### config.mk
export PLATFORM = sky130hd
export DESIGN_NAME = pipeline_hazard_ctrl
export DESIGN_NICKNAME = d
export VERILOG_FILES = /design/src/rtl/pipeline_hazard_ctrl_pkg.sv /design/src/rtl/pipeline_hazard_ctrl_mdu_timer.sv /design/src/rtl/pipeline_hazard_ctrl.sv
export SDC_FILE = /design/constraint.sdc
export NUM_CORES = 1
export LEC_CHECK = 0
export ABC_AREA = 1
export ABC_CLOCK_PERIOD_IN_PS = 2500
export CAP_MARGIN = 10
export CORE_MARGIN = 1.5
export CORE_UTILIZATION = 52
export DETAILED_ROUTE_END_ITERATION = 6
export PLACE_DENSITY = 0.89
export SYNTH_ARGS = -nofsm -noshare
export SYNTH_HDL_FRONTEND = slang
export SYNTH_HIERARCHICAL = 1
export SYNTH_SLANG_ARGS = --single-unit
### constraint.sdc
create_clock -name clk -period 2.5 [get_ports clk]
set_input_delay 0.25 -clock clk [delete_from_list [all_inputs] [get_ports clk]]
set_output_delay 0.25 -clock clk [all_outputs]
set_load 0.03 [all_outputs]
### src/rtl/pipeline_hazard_ctrl_pkg.sv
// Shared pipeline definitions: hazard FSM encoding, register-zero constant,
// default multiply/divide latency and the countdown width.
package pipeline_hazard_ctrl_pkg;

    typedef enum logic {
        RUN      = 1'b0,
        MDU_BUSY = 1'b1
    } hz_state_e;

    localparam logic [4:0] REG_ZERO            = 5'd0;
    localparam int         DEFAULT_MDU_LATENCY = 32;
    localparam int         CNT_W               = 6;
    localparam logic [31:0] STALL_CNT_MAX      = 32'hFFFF_FFFF;

    // Saturating increment for the performance counter.
    function automatic logic [31:0] sat_inc32(input logic [31:0] val);
        return (val == STALL_CNT_MAX) ? val : val + 32'd1;
    endfunction

endpackage

### src/rtl/pipeline_hazard_ctrl_mdu_timer.sv
// Down-counter that tracks how long HI/LO stays unreadable after an MDU issue.
module hazard_mdu_timer
    import pipeline_hazard_ctrl_pkg::*;
#(
    parameter int W = CNT_W
) (
    input  logic         clk,
    input  logic         reset,
    input  logic         load,
    input  logic [W-1:0] load_val,
    input  logic         tick,
    output logic         busy,
    output logic         done
);

    logic [W-1:0] cnt;

    // A load wins over a tick so a reissue restarts the countdown cleanly.
    always_ff @(posedge clk) begin
        if (reset) begin
            cnt <= '0;
        end else if (load) begin
            cnt <= load_val;
        end else if (tick && cnt != '0) begin
            cnt <= cnt - 1'b1;
        end
    end

    assign busy = (cnt != '0);
    assign done = (cnt == W'(1));

endmodule

### src/rtl/pipeline_hazard_ctrl.sv
// ID-stage hazard controller: load-use and HI/LO interlocks, redirect flush
// arbitration and a stalled-cycle counter.
module pipeline_hazard_ctrl
    import pipeline_hazard_ctrl_pkg::*;
#(
    parameter int MDU_LATENCY = DEFAULT_MDU_LATENCY
) (
    input  logic        clk,
    input  logic        reset,
    input  logic [4:0]  id_rs,
    input  logic [4:0]  id_rt,
    input  logic        id_uses_rt,
    input  logic        ex_mem_read,
    input  logic [4:0]  ex_rt,
    input  logic        id_is_mdu,
    input  logic        id_reads_hilo,
    input  logic        id_redirect,
    output logic        pc_write,
    output logic        ifid_stall,
    output logic        ifid_flush,
    output logic        idex_bubble,
    output logic        mdu_busy,
    output logic [31:0] stall_cycles
);

    localparam logic [CNT_W-1:0] LOAD_VAL    = CNT_W'(MDU_LATENCY - 1);
    localparam logic             MULTI_CYCLE = (MDU_LATENCY > 1);

    hz_state_e state, state_nxt;
    logic      load_use;
    logic      mdu_hazard;
    logic      stall;
    logic      issue;
    logic      timer_busy;
    logic      timer_done;

    // Hazards are purely combinational so the stall lands in the same cycle.
    always_comb begin
        load_use   = ex_mem_read && (ex_rt != REG_ZERO) &&
                     ((ex_rt == id_rs) || (id_uses_rt && (ex_rt == id_rt)));
        mdu_hazard = (state == MDU_BUSY) && (id_reads_hilo || id_is_mdu);
        stall      = !reset && (load_use || mdu_hazard);
        issue      = !reset && (state == RUN) && id_is_mdu && !stall && MULTI_CYCLE;
    end

    hazard_mdu_timer #(
        .W (CNT_W)
    ) u_mdu_timer (
        .clk      (clk),
        .reset    (reset),
        .load     (issue),
        .load_val (LOAD_VAL),
        .tick     (state == MDU_BUSY),
        .busy     (timer_busy),
        .done     (timer_done)
    );

    always_ff @(posedge clk) begin
        if (reset) begin
            state <= RUN;
        end else begin
            state <= state_nxt;
        end
    end

    always_comb begin
        state_nxt   = state;
        pc_write    = 1'b1;
        ifid_stall  = 1'b0;
        idex_bubble = 1'b0;
        ifid_flush  = 1'b0;

        case (state)
            RUN:      if (issue) state_nxt = MDU_BUSY;
            // An idle timer while busy can only mean a lost load; fall back to RUN.
            MDU_BUSY: if (timer_done || !timer_busy) state_nxt = RUN;
            default:  state_nxt = RUN;
        endcase

        if (stall) begin
            pc_write    = 1'b0;
            ifid_stall  = 1'b1;
            idex_bubble = 1'b1;
        end

        // A stalled redirect is dropped here and re-presented by ID next cycle.
        ifid_flush = !reset && id_redirect && !stall;
    end

    assign mdu_busy = !reset && (state == MDU_BUSY);

    always_ff @(posedge clk) begin
        if (reset) begin
            stall_cycles <= '0;
        end else if (ifid_stall) begin
            stall_cycles <= sat_inc32(stall_cycles);
        end
    end

endmodule

==> reports/summary.txt <==
Area of the multi-input gates - 1850 um2
Hold path depth - 2
Pre-CTS setup slack - 0.212 ns
Syn Inst Count - 477
Yosys warns - 6
Vias per Instance - 5.16
VDD IR max - 0.399 mV
CTS H-Tree Depth - 2
Share of post-route cells with drive strength above 1 - 8.74%
Worst setup SP type - flop
Yosys top cell by area - dfxtp_1
Root buffer cell - clkbuf_8
Total track usage - 25.3%
CTS tree - built
Die area - 5970 um2
Worst path arrival time - 2.39 ns
Fillers - 463
Post-Layout Inst Area - 3610 um2
Number of detailed-route iterations in the first pass - 5
Fin crit share - 86.4%
Synth Flop Type - dfxtp_1
Total grt overflow - 0
Initial Util - 55.1%
Clk_lat worst skew - 0.29 ns
Sequential cell area - 781 um2
Routed vias - 3139
Sequential area share after synthesis - 27.2%
DRC - 0
Fin nets - 563
Ys async rst share - 0%
Gp weighted congestion - 0.931
Number of flops mapped to enable cells by yosys - 0
Worst setup EP type - flop
Area grow syn2layout - 25.7%
# rows - 26
Postcts setup bufs - 0
Yosys cell types - 35
Max frequency - 463 MHz
Worst hold margin - 0.509 ns
Die Ht - 77.3 um
Worst setup margin - 0.340 ns
Initial antenna violation count - 0
Vias in the first global route - 2832
Worst clock skew - 0.00556 ns
Critical Path RT - 2.73 ns
Mapped cell area - 2870 um2
IO buf count - 58
Post-CTS Hold Buffers - 0
WL per Instance - 11.7 um
Post-synth top area share - 27.2%
Clock Path Buffers - 2
First-pass GRT wire length - 12300 um
Post-route ant nets - 0
Top post-synthesis cells by area - dfxtp_1 27%, nand2_1 21%, nor2_1 11%
Min-delay worst type - reg -> reg
Total power - 1.74 mW
Post-DP HPWL - 5420 um
Max-slew violation count - 0
IO Pins - 59
Resized cells post-CTS - 0
Setup repair after global routing missed its margin - false
Setup TNS - 0 ns
CP Max Fanout - 26
Post-place instance area - 3510 um2
Die width - 77.3 um
Post-synthesis average cell area - 6.02 um2
Post-Route Utilization - 69.3%
Cells on worst reg2reg path - 9
CTS buffer count - 5
Final Hold Vio Count - 0
Dpl cells - 600
Total core area - 5200 um2
CTS clk-pin slew, worst paths - 0.07 ns
Pwr per Cell Area - 482 nW/um2
Largest net degree at the start of global routing - 52
Max-cap violations - 0
Clk sinks - 39
DRT iter0 DRCs - 174
Final setup fails - 0
Synth Register Bits - 39
Status - completed
Final Non-Filler Cells - 608
Leakage - 1.42 nW
Final WL - 7110 um
Diode count - 0
Fin crit period - 2.16 ns
Setup CP Type - reg -> reg
==> cells in the final DEF, fill, tap and decap left out, types with 5 or more instances in the layout <==
cell	n
dfxtp_1	39
conb_1	6
clkdlybuf4s50_1	53
a21oi_2	10
a21oi_1	22
xor2_1	7
xnor2_1	6
clkbuf_8	7
nand2_1	158
buf_4	8
nand3_1	47
nand3b_1	6
inv_1	43
nor2_4	5
nor2_1	82
==> critical path, cell delays in order (launching register included) <==
cell     delay (ns)
dfxtp_1        0.41
ha_1           0.30
inv_2          0.09
nor2_4         0.16
nand3_4        0.13
nor2_4         0.15
nand3_4        0.29
nand2_4        0.32
nand2_1        0.11
a21oi_2        0.12
==> registers in the layout (all words and copies together), names as in the netlist <==
name             cells
u_mdu_timer/cnt      6
stall_cycles        32
state                1
==> logic make-up (layout without fill, tap and decap cells) <==
group	count (synthesis)	in the layout	synth area share, %
and+or+nand+nor	318	318	49.4
AOI/OAI and AO/OA	40	40	8.41
other	2	6	0.262
buffers and inverters	61	118	9.02
adders and majority gates	4	4	1.74
xor gates and xnor gates	13	13	3.97
DFF	39	39	27.2
==> cells in the mapped netlist (2+ instances only) <==
cell type and count:
a21oi_1 22, a21oi_2 10, buf_2 6, buf_6 2
clkbuf_1 4, conb_1 2, dfxtp_1 39, ha_1 4
inv_1 43, inv_2 2, nand2_1 158, nand2_2 2
nand2_4 3, nand3_1 47, nand3_4 3, nand3b_1 6
nand4_1 4, nor2_1 82, nor2_2 2, nor2_4 5
nor3b_1 2, o21ai_0 3, o21ai_1 3, xnor2_1 6
xor2_1 7
==> metal layers <==
| layer | part of all wire (%) | GRT usage [%] |
|---|---|---|
| met5 | 0 | 0 |
| met4 | 1.7 | 7.82 |
| met3 | 5.0 | 4.29 |
| met2 | 48 | 44.2 |
| met1 | 46 | 31.4 |
==> worst paths after layout <==
path                                 startpoint          endpoint  slack [ns]
worst min register to register  stall_cycles[1]   stall_cycles[1]        0.51
worst min-delay path            stall_cycles[1]   stall_cycles[1]        0.51
worst max register to register  stall_cycles[0]  stall_cycles[13]        0.34
worst max-delay path            stall_cycles[0]  stall_cycles[13]        0.34
==> layout make-up <==
cell class / instances / area share (%)
multi-input cells: 381 / 51.1
repair buffers: 62 / 16.9
well taps: 70 / 2.43
clock buffers: 8 / 2.77
inverters: 48 / 5.10
flip-flops and latches: 39 / 21.6
==> report_power, final <==
part / switching (mW) / internal, mW / total (mW)
registers: 0.0460 / 0.662 / 0.707
clock network: 0.218 / 0.252 / 0.470
logic: 0.343 / 0.219 / 0.562
No activity file was read; power rests on OpenSTA's default activity.
